### config.mk
export PLATFORM = sky130hd
export DESIGN_NAME = i2c_slv_reg_bank
export DESIGN_NICKNAME = d
export VERILOG_FILES = /design/src/rtl/i2c_slv_reg_bank.sv
export SDC_FILE = /design/constraint.sdc
export NUM_CORES = 1
export LEC_CHECK = 0
export CORE_ASPECT_RATIO = 1.25
export CORE_MARGIN = 2
export CORE_UTILIZATION = 50
export CTS_BUF_LIST = sky130_fd_sc_hd__clkbuf_8
export DETAILED_ROUTE_END_ITERATION = 8
export GPL_ROUTABILITY_DRIVEN = 0
export GPL_TIMING_DRIVEN = 0
export PLACE_DENSITY = 0.75
export REMOVE_ABC_BUFFERS = 1
export SYNTH_ARGS = -nofsm -noshare
export SYNTH_HDL_FRONTEND = slang
export SYNTH_SLANG_ARGS = --single-unit
### constraint.sdc
create_clock -name CLK -period 2.6 [get_ports CLK]
set_input_delay 0.39 -clock CLK [delete_from_list [all_inputs] [get_ports CLK]]
set_output_delay 0.39 -clock CLK [all_outputs]
set_load 0.02 [all_outputs]
### src/rtl/i2c_slv_reg_bank.sv
// I2C slave register bank: address match, pointer load, register write/read sequencing.
// Define I2C_REG_WRAP_EN to wrap the pointer at REG_NUM-1; by default it saturates and extra writes are NACKed.
module i2c_slv_reg_bank #(
    parameter int                 DATA_SZ  = 8,
    parameter logic [DATA_SZ-2:0] SLV_ADDR = 7'h3C,
    parameter int                 REG_NUM  = 16,
    localparam int                PTR_SZ   = $clog2(REG_NUM)
) (
    input  logic               CLK,
    input  logic               RST_n,
    input  logic               I_BUSY,
    input  logic [DATA_SZ-2:0] I_ADDR_SLV,
    input  logic               I_RW,
    input  logic [DATA_SZ-1:0] I_DATA_RD,
    input  logic               I_DATA_VL,
    input  logic               I_ACK_MSTR,
    output logic               O_ACK,
    output logic [DATA_SZ-1:0] O_DATA_WR,
    output logic               O_WR_STB,
    output logic [PTR_SZ-1:0]  O_WR_ADDR,
    output logic [DATA_SZ-1:0] O_WR_DATA,
    output logic [PTR_SZ-1:0]  O_PTR
);

    // IDLE wait for bus | ADDR address byte | PTR pointer byte | WR data bytes | RD transmit | SKIP ignore rest
    typedef enum logic [2:0] {IDLE, ADDR, PTR, WR, RD, SKIP} state_t;

    state_t             r_state, w_state_nxt;
    logic               r_busy_d;
    logic [PTR_SZ-1:0]  r_ptr, w_ptr_nxt, w_ptr_inc;
    logic [DATA_SZ-1:0] r_regs [REG_NUM];
    logic [DATA_SZ-1:0] r_data_wr;
    logic               r_wr_stb;
    logic [PTR_SZ-1:0]  r_wr_addr;
    logic [DATA_SZ-1:0] r_wr_data;
    logic               w_wr_en;
    logic               w_match;
    logic               w_busy_rise;
    logic               w_busy_fall;

    assign w_match     = (I_ADDR_SLV == SLV_ADDR);
    assign w_busy_rise = I_BUSY & ~r_busy_d;
    assign w_busy_fall = ~I_BUSY & r_busy_d;

`ifdef I2C_REG_WRAP_EN
    assign w_ptr_inc = r_ptr + PTR_SZ'(1);
`else
    localparam logic [PTR_SZ-1:0] PTR_MAX = PTR_SZ'(REG_NUM - 1);
    logic r_full, w_full_nxt;

    assign w_ptr_inc = (r_ptr == PTR_MAX) ? r_ptr : r_ptr + PTR_SZ'(1);

    always_ff @(posedge CLK or negedge RST_n) begin
        if (!RST_n) r_full <= 1'b0;
        else        r_full <= w_full_nxt;
    end
`endif

    always_comb begin
        w_state_nxt = r_state;
        w_ptr_nxt   = r_ptr;
        w_wr_en     = 1'b0;
        O_ACK       = 1'b0;
`ifndef I2C_REG_WRAP_EN
        w_full_nxt  = r_full;
`endif
        case (r_state)
            IDLE: begin
                O_ACK = w_match;
                if (w_busy_rise) w_state_nxt = ADDR;
            end
            ADDR: begin
                O_ACK = w_match;
                if (I_DATA_VL) begin
                    if (!w_match)  w_state_nxt = SKIP;
                    else if (I_RW) w_state_nxt = RD;
                    else           w_state_nxt = PTR;
                end
            end
            PTR: begin
                O_ACK = 1'b1;
                if (I_DATA_VL) begin
                    w_ptr_nxt   = I_DATA_RD[PTR_SZ-1:0];
                    w_state_nxt = WR;
`ifndef I2C_REG_WRAP_EN
                    w_full_nxt  = 1'b0;
`endif
                end
            end
            WR: begin
`ifdef I2C_REG_WRAP_EN
                O_ACK = 1'b1;
                if (I_DATA_VL) begin
                    w_wr_en   = 1'b1;
                    w_ptr_nxt = w_ptr_inc;
                end
`else
                O_ACK = ~r_full;
                if (I_DATA_VL && !r_full) begin
                    w_wr_en   = 1'b1;
                    w_ptr_nxt = w_ptr_inc;
                    if (r_ptr == PTR_MAX) w_full_nxt = 1'b1;
                end
`endif
            end
            RD: begin
                if (I_DATA_VL) begin
                    w_ptr_nxt = w_ptr_inc;
                    if (I_ACK_MSTR) w_state_nxt = SKIP;
                end
            end
            SKIP: ;
            default: w_state_nxt = IDLE;
        endcase
        // the byte in flight is still honoured above before dropping back to idle
        if (w_busy_fall) w_state_nxt = IDLE;
    end

    always_ff @(posedge CLK or negedge RST_n) begin
        if (!RST_n) begin
            r_state   <= IDLE;
            r_busy_d  <= 1'b1;
            r_ptr     <= '0;
            r_data_wr <= '0;
            r_wr_stb  <= 1'b0;
            r_wr_addr <= '0;
            r_wr_data <= '0;
            for (int i = 0; i < REG_NUM; i++) r_regs[i] <= '0;
        end else begin
            r_state   <= w_state_nxt;
            r_busy_d  <= I_BUSY;
            r_ptr     <= w_ptr_nxt;
            r_data_wr <= r_regs[r_ptr];
            r_wr_stb  <= w_wr_en;
            if (w_wr_en) begin
                r_regs[r_ptr] <= I_DATA_RD;
                r_wr_addr     <= r_ptr;
                r_wr_data     <= I_DATA_RD;
            end
        end
    end

    assign O_DATA_WR = r_data_wr;
    assign O_WR_STB  = r_wr_stb;
    assign O_WR_ADDR = r_wr_addr;
    assign O_WR_DATA = r_wr_data;
    assign O_PTR     = r_ptr;

endmodule

==> results by group <==
Status
  • Status: complete, no violations

Setup path
  • Worst R2R End: r_regs[20]$_DFFE_PN0P_
  • CP startpoint: r_state[1]$_DFFE_PN0P_
  • Worst Path Required: 2.92 ns
  • CP Capture Type: register
  • CP Launch Type: register
  • R2R Path Start: r_state[1]$_DFFE_PN0P_
  • Worst Setup Path Type: reg2reg
  • Largest stage delay, worst path: 0.58 ns
  • CP Max Fanout: 16
  • Reg2Reg Setup Slack: 0.16 ns
  • CP Cell Sequence: nand4b_4, nor2_4, nand4_2, mux2_2
  • Cells on worst reg2reg path: 4
  • Critical path's slowest cell: dfrtp_1
  • Worst path arrival time: 2.75 ns

Logic synthesis
  • Post-synth top area cell: dfrtp_1
  • Synth top area share: 0.545
  • Async SR Flop Fraction: 1.00
  • Syn. warnings: 0
  • Register area share after synthesis: 0.548
  • Synthesis-stage register bit count: 158
  • Top FF cell, synth: dfrtp_1
  • Post-synth EDFFs: 0
  • Post-Synthesis Cells: 450
  • Mean Syn Cell Area: 16.0 µm²
  • Post-Syn Area: 0.00721 mm²
  • Yosys cell types: 47
  • Top cells by area, synth: dfrtp_1 54%, mux2_2 21%, mux4_2 12%, mux2_1 1.1%, ha_1 0.87%

Hold path
  • Min-delay src: I_BUSY
  • Hold Path Class: in2reg
  • Hold Path End: r_busy_d$_DFF_PN1_
  • Hold Crit Depth: 1

Floorplanning
  • I/O pin cnt: 47
  • CORE AREA: 0.0142 mm²
  • Die Ht: 138 µm
  • Die width: 111 µm
  • Initial Util: 0.507
  • # rows: 49
  • Die area: 0.0154 mm²

Timing
  • Relative slew slack: 0.587
  • Final setup viols: 0
  • Final WS setup: 0.165 ns
  • Slew @ Worst Pin: 0.618 ns
  • Final min period: 2.44 ns
  • Crit share post-route: 0.937
  • Fmax: 0.411 GHz
  • Hold Vio Cnt, Final: 0
  • RSZ-0062 raised after global routing: false
  • Pins Over Slew Limit: 0
  • Setup TNS: 0 ns
  • Clk_skew: 0.0119 ns

Global route
  • Grt total ovfl: 0
  • Overall Global Routing Usage: 0.207
  • GR Util met2: 0.343
  • Initial antenna violation count: 0
  • First-pass GRT wire length: 24.3 mm
  • Number of global-route vias before repair: 4354
  • Grt met1 use: 0.277
  • Largest net degree at the start of global routing: 107
  • GRT met3 Usage: 0.0465
  • Global route hottest layer: met2

Detailed routing
  • Routed WL: 15.0 mm
  • Wirelength per Cell: 21.9 µm
  • Routed via count: 4042
  • Vias per inst: 5.91
  • First-pass iteration count of the detailed router: 4
  • ANT nets after route: 0
  • Starting DRC count in detailed routing: 243
  • # DRC: 0

Final layout
  • P&R area growth vs syn: 15.8%
  • Share of cells above drive strength 1: 0.462
  • Core Util, Final: 0.587
  • Commonest non-fill, non-tap cells in the layout: 153 x dfrtp_1, 134 x mux2_2, 44 x clkdlybuf4s50_1, 40 x mux4_2, 20 x clkbuf_8
  • Most common cell after layout, fill and taps aside: dfrtp_1
  • Nets: 519
  • Ant. Diodes: 0

Clocking
  • CTS Buffer Depth: 2
  • TritonCTS Sinks: 158
  • Clk_lat worst skew: 0.44 ns
  • CTS tree: done
  • CTS Buf Count: 17
  • CTS root buffer: clkbuf_8
  • Htree depth: 4
  • Clock-pin slew on the worst setup and hold paths: 0.08 ns

Pwr
  • VDD IR-drop max: 0.546 mV
  • Pleak: 0.00404 µW
  • PD cells: 695 mW/mm²

Placed design
  • PortBufs: 46
  • Pre-CTS setup slack: -0.354 ns
  • Hpwl dp: 9.25 mm

Flow run
  • Max Cap Violations: 0
kinds of logic after synthesis:
kind of cell | Yosys count | share of synthesized area
muxes | 184 | 0.349
DFF | 158 | 0.548
and+or+nand+nor | 47 | 0.0500
buffers and inverters | 34 | 0.0199
AOI/OAI and AO/OA | 22 | 0.0241
adders and majority gates | 5 | 0.00867
power by group:
part	switching [µW]	total [µW]	internal (µW)
combinational	447	964	517
clock	861	1980	1110
sequential	357	2870	2510
metrics by stage:
step / cell area (µm²) / total power, µW / hold WS [ns] / std cells
after global placement: 7780 / 3790 / 0.468 / 647
after CTS: 8330 / 5860 / 0.385 / 683
final: 8350 / 5810 / 0.394 / 684
after global routing: 8350 / 6070 / 0.382 / 684
after detailed placement: 7860 / 3890 / 0.379 / 650
after floorplan: 7100 / 3390 / 0.0944 / 423
cell type report:
cell class | count | area (µm²)
fill | 1131 | 5870
tap | 178 | 223
sequential | 158 | 3960
timing repair buffer | 51 | 569
multi-input combinational | 258 | 3130
clock buffer | 20 | 275
inverter | 7 | 26.3
clock inverter | 12 | 168
critical path, delay by kind of cell (launching register included):
family	cells	cell delay, ns
mux	1	0.44
simple gates	3	1.28
flops	1	0.58
repair_timing:
item                                    in CTS  in global routing
endpoints found under the setup margin      13                 10
buffers inserted                             0                  1
cloned                                       0                  0
resized for setup                            5                  1
endpoints found under the hold margin       52                  0
hold buffers                                 1                  0
pin swaps                                    0                  1
synth_stat cells, drive strengths merged (2+ instances only):
library cell and n:
ha 5, inv 7, a21oi 4, dfrtp 157, o21ai 3, nor3 3
nand2 17, nand4 4, mux2 141, nor2 5, buf 12, a211oi 3
clkbuf 15, mux4 40, nand3 2, nor2b 3, mux2i 3, nor4b 5
worst max path at each step:
stage                                  end  slack [ns]  cells after the start
floorplan            r_regs[0]$_DFFE_PN0P_       -0.56                      4
global placement        O_WR_STB$_DFF_PN0_       -4.89                      1
detailed placement   r_regs[0]$_DFFE_PN0P_       -0.35                      4
CTS                                  O_ACK       0.006                      6
global route        r_regs[20]$_DFFE_PN0P_       0.004                      4
finish              r_regs[20]$_DFFE_PN0P_        0.16                      4
layer usage:
metal,up-vias,part of all wire
met2,97,0.52
met4,0,0.020
met1,2141,0.41
li1,1783,-
met3,21,0.049
met5,-,0
state kept, by name, indices dropped and copies added, names as in the netlist:
register / count
r_busy_d: 1
O_DATA_WR: 8
r_state: 3
O_WR_ADDR: 4
O_PTR: 4
O_WR_STB: 1
r_full: 1
r_regs: 128
O_WR_DATA: 8
(Power assumes the default switching activity.)
